<file path="src/rtl/memory_copy_dma_if.sv">
// Memory-side bus of the copy DMA: registered address/write data/write
// enable from the engine, combinational read data back from the memory map.
interface memory_copy_dma_if #(
  parameter int ADDR_WIDTH = 16,
  parameter int DATA_WIDTH = 32
);
  logic [ADDR_WIDTH-1:0] mem_addr;
  logic [DATA_WIDTH-1:0] mem_wdata;
  logic                  mem_we;
  logic [DATA_WIDTH-1:0] mem_rdata;

  modport master (
    output mem_addr,
    output mem_wdata,
    output mem_we,
    input  mem_rdata
  );

  modport slave (
    input  mem_addr,
    input  mem_wdata,
    input  mem_we,
    output mem_rdata
  );
endinterface

</file>
<file path="src/rtl/memory_copy_dma.sv">
// Word-by-word memory copy engine (read one word, write one word).
// Optional block-fill mode is compiled in with `define MEMORY_COPY_FILL_EN.
module memory_copy_dma #(
  parameter int ADDR_WIDTH  = 16,
  parameter int DATA_WIDTH  = 32,
  parameter int COUNT_WIDTH = 8
) (
  input  logic                   clk,
  input  logic                   reset,
  input  logic                   start,
  input  logic [ADDR_WIDTH-1:0]  src_addr,
  input  logic [ADDR_WIDTH-1:0]  dst_addr,
  input  logic [COUNT_WIDTH-1:0] count,
`ifdef MEMORY_COPY_FILL_EN
  input  logic                   fill,
  input  logic [DATA_WIDTH-1:0]  fill_data,
`endif
  memory_copy_dma_if.master      bus,
  output logic                   busy,
  output logic                   done,
  output logic [COUNT_WIDTH-1:0] words_left
);

  localparam logic [ADDR_WIDTH-1:0]  ADDR_ONE  = {{(ADDR_WIDTH-1){1'b0}}, 1'b1};
  localparam logic [COUNT_WIDTH-1:0] COUNT_ONE = {{(COUNT_WIDTH-1){1'b0}}, 1'b1};

  typedef enum logic [1:0] {
    IDLE = 2'd0,
    RD   = 2'd1,
    WR   = 2'd2,
    DONE = 2'd3
  } state_t;

  state_t                 state;
  state_t                 state_nxt;
  logic [ADDR_WIDTH-1:0]  src_ptr;
  logic [ADDR_WIDTH-1:0]  src_nxt;
  logic [ADDR_WIDTH-1:0]  dst_ptr;
  logic [ADDR_WIDTH-1:0]  dst_nxt;
  logic [ADDR_WIDTH-1:0]  addr_nxt;
  logic [DATA_WIDTH-1:0]  wdata_nxt;
  logic [COUNT_WIDTH-1:0] left_nxt;
  logic                   we_nxt;
  logic                   busy_nxt;
  logic                   done_nxt;
  logic                   fill_mode;
  logic                   fill_mode_nxt;
  logic                   start_fill;
  logic [DATA_WIDTH-1:0]  start_data;

`ifdef MEMORY_COPY_FILL_EN
  assign start_fill = fill;
  assign start_data = fill_data;
`else
  assign start_fill = 1'b0;
  assign start_data = {DATA_WIDTH{1'b0}};
`endif

  // State, pointers and all bus/status outputs are registered together
  always_ff @(posedge clk or posedge reset) begin
    if (reset) begin
      state         <= IDLE;
      src_ptr       <= {ADDR_WIDTH{1'b0}};
      dst_ptr       <= {ADDR_WIDTH{1'b0}};
      fill_mode     <= 1'b0;
      words_left    <= {COUNT_WIDTH{1'b0}};
      bus.mem_addr  <= {ADDR_WIDTH{1'b0}};
      bus.mem_wdata <= {DATA_WIDTH{1'b0}};
      bus.mem_we    <= 1'b0;
      busy          <= 1'b0;
      done          <= 1'b0;
    end else begin
      state         <= state_nxt;
      src_ptr       <= src_nxt;
      dst_ptr       <= dst_nxt;
      fill_mode     <= fill_mode_nxt;
      words_left    <= left_nxt;
      bus.mem_addr  <= addr_nxt;
      bus.mem_wdata <= wdata_nxt;
      bus.mem_we    <= we_nxt;
      busy          <= busy_nxt;
      done          <= done_nxt;
    end
  end

  // Next state plus the output values the next state will present;
  // mem_wdata doubles as the holding register between RD and WR
  always_comb begin
    state_nxt     = state;
    src_nxt       = src_ptr;
    dst_nxt       = dst_ptr;
    fill_mode_nxt = fill_mode;
    left_nxt      = words_left;
    addr_nxt      = bus.mem_addr;
    wdata_nxt     = bus.mem_wdata;
    we_nxt        = 1'b0;
    busy_nxt      = 1'b0;
    done_nxt      = 1'b0;
    case (state)
      IDLE: begin
        if (start) begin
          if (count != {COUNT_WIDTH{1'b0}}) begin
            src_nxt       = src_addr;
            dst_nxt       = dst_addr;
            left_nxt      = count;
            fill_mode_nxt = start_fill;
            busy_nxt      = 1'b1;
            if (start_fill) begin
              wdata_nxt = start_data;
              addr_nxt  = dst_addr;
              we_nxt    = 1'b1;
              state_nxt = WR;
            end else begin
              addr_nxt  = src_addr;
              state_nxt = RD;
            end
          end else begin
            done_nxt  = 1'b1;
            state_nxt = DONE;
          end
        end else begin
          state_nxt = IDLE;
        end
      end
      RD: begin
        wdata_nxt = bus.mem_rdata;
        addr_nxt  = dst_ptr;
        we_nxt    = 1'b1;
        busy_nxt  = 1'b1;
        state_nxt = WR;
      end
      WR: begin
        src_nxt  = src_ptr + ADDR_ONE;
        dst_nxt  = dst_ptr + ADDR_ONE;
        left_nxt = words_left - COUNT_ONE;
        if (words_left == COUNT_ONE) begin
          done_nxt  = 1'b1;
          state_nxt = DONE;
        end else begin
          busy_nxt = 1'b1;
          if (fill_mode) begin
            addr_nxt  = dst_ptr + ADDR_ONE;
            we_nxt    = 1'b1;
            state_nxt = WR;
          end else begin
            addr_nxt  = src_ptr + ADDR_ONE;
            state_nxt = RD;
          end
        end
      end
      DONE: begin
        state_nxt = IDLE;
      end
      default: begin
        state_nxt = IDLE;
      end
    endcase
  end

endmodule
</file>
<file path="src/flat_wrapper.sv">
// flat-port wrapper written by rule: the top's interface ports become plain ports
module memory_copy_dma_flat 
#(
  parameter int ADDR_WIDTH  = 16,
  parameter int DATA_WIDTH  = 32,
  parameter int COUNT_WIDTH = 8
)
  (clk, reset, start, src_addr, dst_addr, count, busy, done, words_left, bus_mem_addr, bus_mem_wdata, bus_mem_we, bus_mem_rdata);
  memory_copy_dma_if #(.ADDR_WIDTH(ADDR_WIDTH), .DATA_WIDTH(DATA_WIDTH)) bus_i ();
  input  logic clk;
  input  logic reset;
  input  logic start;
  input  logic [ADDR_WIDTH-1:0] src_addr;
  input  logic [ADDR_WIDTH-1:0] dst_addr;
  input  logic [COUNT_WIDTH-1:0] count;
  output logic busy;
  output logic done;
  output logic [COUNT_WIDTH-1:0] words_left;
  output wire logic [$bits(bus_i.mem_addr)-1:0] bus_mem_addr;
  output wire logic [$bits(bus_i.mem_wdata)-1:0] bus_mem_wdata;
  output wire logic [$bits(bus_i.mem_we)-1:0] bus_mem_we;
  input wire logic [$bits(bus_i.mem_rdata)-1:0] bus_mem_rdata;
  assign bus_mem_addr = bus_i.mem_addr;
  assign bus_mem_wdata = bus_i.mem_wdata;
  assign bus_mem_we = bus_i.mem_we;
  assign bus_i.mem_rdata = bus_mem_rdata;
  memory_copy_dma #(.ADDR_WIDTH(ADDR_WIDTH), .DATA_WIDTH(DATA_WIDTH), .COUNT_WIDTH(COUNT_WIDTH)) u_core (.clk(clk), .reset(reset), .start(start), .src_addr(src_addr), .dst_addr(dst_addr), .count(count), .bus(bus_i), .busy(busy), .done(done), .words_left(words_left));
endmodule
</file>
<file path="config.mk">
export PLATFORM = sky130hd
export DESIGN_NAME = memory_copy_dma_flat
export DESIGN_NICKNAME = d
export VERILOG_FILES = /design/src/rtl/memory_copy_dma_if.sv /design/src/rtl/memory_copy_dma.sv /design/src/flat_wrapper.sv
export SDC_FILE = /design/constraint.sdc
export NUM_CORES = 1
export LEC_CHECK = 0
export BUFFER_PORTS_ARGS = -buffer_cell sky130_fd_sc_hd__clkbuf_2
export CAP_MARGIN = 20
export CORE_MARGIN = 2
export CORE_UTILIZATION = 50
export CTS_BUF_LIST = sky130_fd_sc_hd__clkbuf_2
export CTS_CLUSTER_SIZE = 12
export DETAILED_ROUTE_END_ITERATION = 10
export PLACE_DENSITY = 0.79
export SYNTH_ARGS = -nofsm -noshare
export SYNTH_HDL_FRONTEND = slang
export SYNTH_SLANG_ARGS = --single-unit
</file>
<file path="constraint.sdc">
create_clock -name clk -period 2.9 [get_ports clk]
set_input_delay 0.58 -clock clk [delete_from_list [all_inputs] [get_ports clk]]
set_output_delay 0.58 -clock clk [all_outputs]
set_load 0.01 [all_outputs]
</file>
# == Yosys cells after proc, flatten, opt, wreduce, memory -nomap -nowiden ==
# Index checks and enable logic that the tools add are counted.
# op_classes
n_shift,0
mul,0
bitwise,0
eq_ne,7
div,0
mux,24
n_reduce_logical,6
magnitude_cmp,0
n_addsub,3
# op_table
op,n
$mux W16,5
$pmux W16 S2,2
$pmux W16 S3,1
$add A16 B1 Y16 const B,2
$mux W8,2
$pmux W8 S2,1
$eq A8 B1 Y1 const B,1
$pmux W2 S4,1
$reduce_bool A8 Y1,1
$sub A8 B1 Y8 const B,1
$mux W1,7
$mux W2,3
$eq A2 B2 Y1 const B,2
$ne A2 B2 Y1 const B,2
$reduce_and A4 Y1,1
$pmux W1 S3,1
$reduce_and A3 Y1,1
$reduce_bool A3 Y1,1
$eq A2 B1 Y1 const B,1
$logic_not A2 Y1,1
$ne A2 B1 Y1 const B,1
$pmux W1 S2,1
$reduce_bool A2 Y1,1
# totals
latchBits,0
elab_cells,49
out_inout_bits,59
mem_count,0
register_bits,93
mem_bits_rw,0
in_bits,75
rom_bits,0

# == Longest topological paths before layout ==
# logic_depth
depth_word,4
depth_mapped,8
depth_no_buf,7

# == Least setup slack after synthesis ==
# Ideal clock, no wire load.
# synth_path
path_kind,reg2reg
start,register u_core.state[0]
end,register u_core.bus.mem_addr[14]
arrival_time_ns,1.813
t_required_ns,2.796
path_buffers,1
period_less_slack_ns,1.916
slack_ns,0.984
setup_ns,0.104
stages_incl_launch_ff,8
path_cell_list,dfrtp_1 > inv_1 > ha_1 > nand2_1 > a21o_1 > a211o_1 > buf_2 > o41ai_2
# synth_via
elab_chain_cells,3
elab_cells_between_ends,9
classes_between,5 x eq/ne; 1 x mux; 3 x reduce/logical
# synth_lines
item,line_no,text
start: declaration,memory_copy_dma.sv:34,state_t state;
start signal: assignment,memory_copy_dma.sv:73,state <= state_nxt;
"$eq A2 B2 Y1, or another cell as far along",memory_copy_dma.sv:99,case (state)
"$ne A2 B2 Y1 (no line), or another cell as far along",-,
$reduce_and A4 Y1 (no line),-,
end signal: assignment,memory_copy_dma.sv:67,bus.mem_addr <= {ADDR_WIDTH{1'b0}};
end signal: assignment,memory_copy_dma.sv:78,bus.mem_addr <= addr_nxt;
end: declaration,memory_copy_dma_if.sv:13,"output mem_addr,"
# Several ways; a longest one is shown, not always the timed one.
# A chain may end at the register's enable or synchronous reset.

# == Worst setup path after layout ==
# layout_path
start,register u_core.state[1]
end,register u_core.bus.mem_addr[14]
# Same word-level chain as after synthesis.

==> impl_metrics.env <==
export IMPL_via_per_inst=5.815
export IMPL_cts_root_buf="clkbuf_2"
export IMPL_peakVddDrop_uv=706.9
export IMPL_yosysUniqueCellTypes=58
export IMPL_pre_cts_slack_ns=0.6441
export IMPL_ys_flop_type="dfrtp_1"
export IMPL_ys_async_sr_fraction_pct=100.0
export IMPL_p_leak_nw=2.709
export IMPL_core_um2=9774
export IMPL_worstPathMaxFanout=31
export IMPL_crit_chain="inv_1, ha_1, nand2_1, a21o_1, a211o_1, buf_4, o41ai_2"
export IMPL_hold_viol_final=0
export IMPL_tightest_slew_ns=0.5976
export IMPL_synthCells=540
export IMPL_max_cap_viol_count=0
export IMPL_outcome="finished, final reports clean"
export IMPL_rsz0062_at_grt="no"
export IMPL_finalWorstSetupSlack_ns=0.6672
export IMPL_yosysTopAreaCell="dfrtp_1"
export IMPL_drive_above_1_share_pct=31.67
export IMPL_drt_initial_drc_count=307
export IMPL_relSlewSlack_pct=60.16
export IMPL_cts_path_max_buffers=2
export IMPL_htree_levels=3
export IMPL_synth_edff_count=0
export IMPL_grt_pass1_vias=4372
export IMPL_io_pins=134
export IMPL_finalSetupViolations=0
export IMPL_cts_clk_slew_worst_paths_ns=0.26
export IMPL_core_rowCount=36
export IMPL_grt_pass1_wl_um=21820
export IMPL_dieArea_um2=10920
export IMPL_n_fill_cell=844
export IMPL_ctsResizeCount=0
export IMPL_syn_to_final_growth_pct=18.35
export IMPL_power_density_nw_per_um2=1190
export IMPL_start_util_pct=51.69
export IMPL_synth_area_um2=5052
export IMPL_cts_made_buffers=9
export IMPL_required_ns=3.43
export IMPL_max_stage_delay_ns=0.46
export IMPL_crit_type="flip-flop to flip-flop"
export IMPL_place_area_um2=5836
export IMPL_stdcell_area_um2=5979
export IMPL_drtAntennaViolNets=0
export IMPL_syn_num_nets=624
export IMPL_ys_seq_area_share_pct=46.06
export IMPL_min_path_type="primary input to async pin"
export IMPL_antenna_found_initial=0
export IMPL_routabilityCongestion=0.8927
export IMPL_dr_pass1_iters=5
export IMPL_die_h_um=104.5
export IMPL_layout_nets=742
export IMPL_slowest_stage="dfrtp_1"
export IMPL_worst_setup_path_start_kind="flip-flop"
export IMPL_fin_tns_setup_ns=0
export IMPL_track_usage_pct=24.88
export IMPL_drt_total_wl_um=13320
export IMPL_final_core_util_pct=61.18
export IMPL_dp_hpwl_um=9473
export IMPL_die_w_um=104.5
export IMPL_grt_overflow=0
export IMPL_avgSynthCellArea_um2=9.356
export IMPL_crit_path_end_kind="flip-flop"
export IMPL_portBuffers=133
export IMPL_synth_top_area_share_pct=46.06
export IMPL_fin_crit_ns=2.233
export IMPL_diodes=0
export IMPL_vias=4629
export IMPL_cts_tree="yes"
export IMPL_cts_hold_buffers=0
export IMPL_ys_warn_count=0
export IMPL_synthTopCellsByArea="dfrtp_1, mux2_2, nand2_1"
export IMPL_clock_skew_ns=0.02496
export IMPL_crit_arrival_ns=2.76
export IMPL_min_period_over_period_pct=76.99
export IMPL_cts_sinks=93
export IMPL_drc=0
export IMPL_avgRoutedWirePerCell_um=16.73
export IMPL_slew_viol_final=0
export IMPL_ys_ff_latch=93
export IMPL_cts_setup_buffers=0
export IMPL_clk_latency_ns=0.60
export IMPL_fmax_ghz=0.4479
export IMPL_grt_start_max_net_pins=94
per-layer routing:
metal	share of wire [%]	routed length, µm	track usage [%]
met4	2.2	293	10.23
met1	44	5800	33.88
met3	5.2	690	3.008
met5	0	0	0
met2	49	6537	40.38
cell usage after synthesis, types with 4 or more instances:
cell type / count
clkbuf_1: 26
dfrtp_1: 93
nand2_1: 73
inv_1: 11
a22o_1: 5
o22ai_1: 18
ha_1: 9
mux2i_1: 9
buf_2: 4
mux2_2: 33
nand4_1: 6
nor4_1: 7
nor2_1: 33
nand3_1: 14
o31ai_1: 11
a31oi_1: 4
a21o_1: 9
and3_1: 6
o21ai_0: 39
xnor2_1: 6
o211ai_1: 12
a21oi_1: 48
nor3_1: 7
and2_1: 4
flip-flops by register name, summed over array words and instances (netlist names):
name	cells
u_core.bus.mem_addr	16
u_core.bus.mem_wdata	32
u_core.bus.mem_we	1
u_core.busy	1
u_core.done	1
u_core.dst_ptr	16
u_core.src_ptr	16
u_core.state	2
u_core.words_left	8
through the flow:
stage                     power, mW  hold slack [ns]  instances
after floorplan               5.144           0.5128        540
after global placement        6.169           0.4660        780
after detailed placement      6.346           0.4678        780
after CTS                     7.104          0.07393        796
after global routing          7.660          0.09595        796
final                         7.117          0.06377        796
area by class of cell:
type	count	area (µm²)	share of cell area, %
multi-input cells	399	2536	42.41
clock inverters	7	98.84	1.653
repair buffers	144	760.7	12.72
flip-flops and latches	93	2327	38.92
well taps	133	166.4	2.783
inverters	11	45.04	0.7533
clock buffers	9	45.04	0.7533
worst paths after layout:
kind | startpoint | to | slack [ns] | cells after the start
max | u_core.state[1]$_DFF_PP0_ | u_core.bus.mem_addr[14]$_DFFE_PP0P_ | 0.67 | 7
min | reset | u_core.bus.mem_addr[13]$_DFFE_PP0P_ | 0.06 | 3
max reg2reg | u_core.state[1]$_DFF_PP0_ | u_core.bus.mem_addr[14]$_DFFE_PP0P_ | 0.67 | 7
min reg2reg | u_core.bus.mem_addr[0]$_DFFE_PP0P_ | u_core.bus.mem_addr[0]$_DFFE_PP0P_ | 0.51 | 2
max in group asynchronous | reset | u_core.dst_ptr[5]$_DFFE_PP0P_ | 2.43 | 3
min in group clk | dst_addr[11] | u_core.dst_ptr[11]$_DFFE_PP0P_ | 0.19 | 2
where the power goes:
part           switching [mW]  total (mW)  internal (mW)
Clock                   0.468       0.757          0.290
Sequential              0.638        2.59           1.95
Combinational            2.17        3.77           1.59
Total                    3.28        7.12           3.84
cell families (layout without fill, tap and decap cells):
kind of cell	after synthesis	count (layout)	share of synthesized area (%)
AND/OR/NAND/NOR	171	171	16.25
AO/OA/AOI/OAI	168	168	20.70
flip-flops	93	93	46.06
buffers and inverters	48	171	3.913
multiplexers	42	42	9.138
adder cells (fa/ha/maj)	9	9	2.229
XOR/XNOR	9	9	1.709
placed cells by master, fill, tap and decap left out, types with 5 or more instances in the layout:
master / instances
a22o_1: 5
nand2_1: 73
nor4_1: 7
nor3_1: 7
and3_1: 6
mux2i_1: 9
dfrtp_1: 93
a21oi_1: 48
buf_4: 10
nand4_1: 6
clkbuf_2: 142
ha_1: 7
nor2_1: 33
o211ai_1: 12
xnor2_1: 6
a21o_1: 9
inv_1: 10
mux2_2: 33
o22ai_1: 18
o21ai_0: 39
nand3_1: 14
o31ai_1: 11
worst max-delay path, delay by kind of cell (launching register included):
kind | cells | cell delay [ns]
AO/OA/AOI/OAI | 3 | 0.90
flip-flops | 1 | 0.46
buffers and inverters | 2 | 0.35
adder cells (fa/ha/maj) | 1 | 0.29
AND/OR/NAND/NOR | 1 | 0.15
Note: power is estimated with default switching activity, not from simulation.
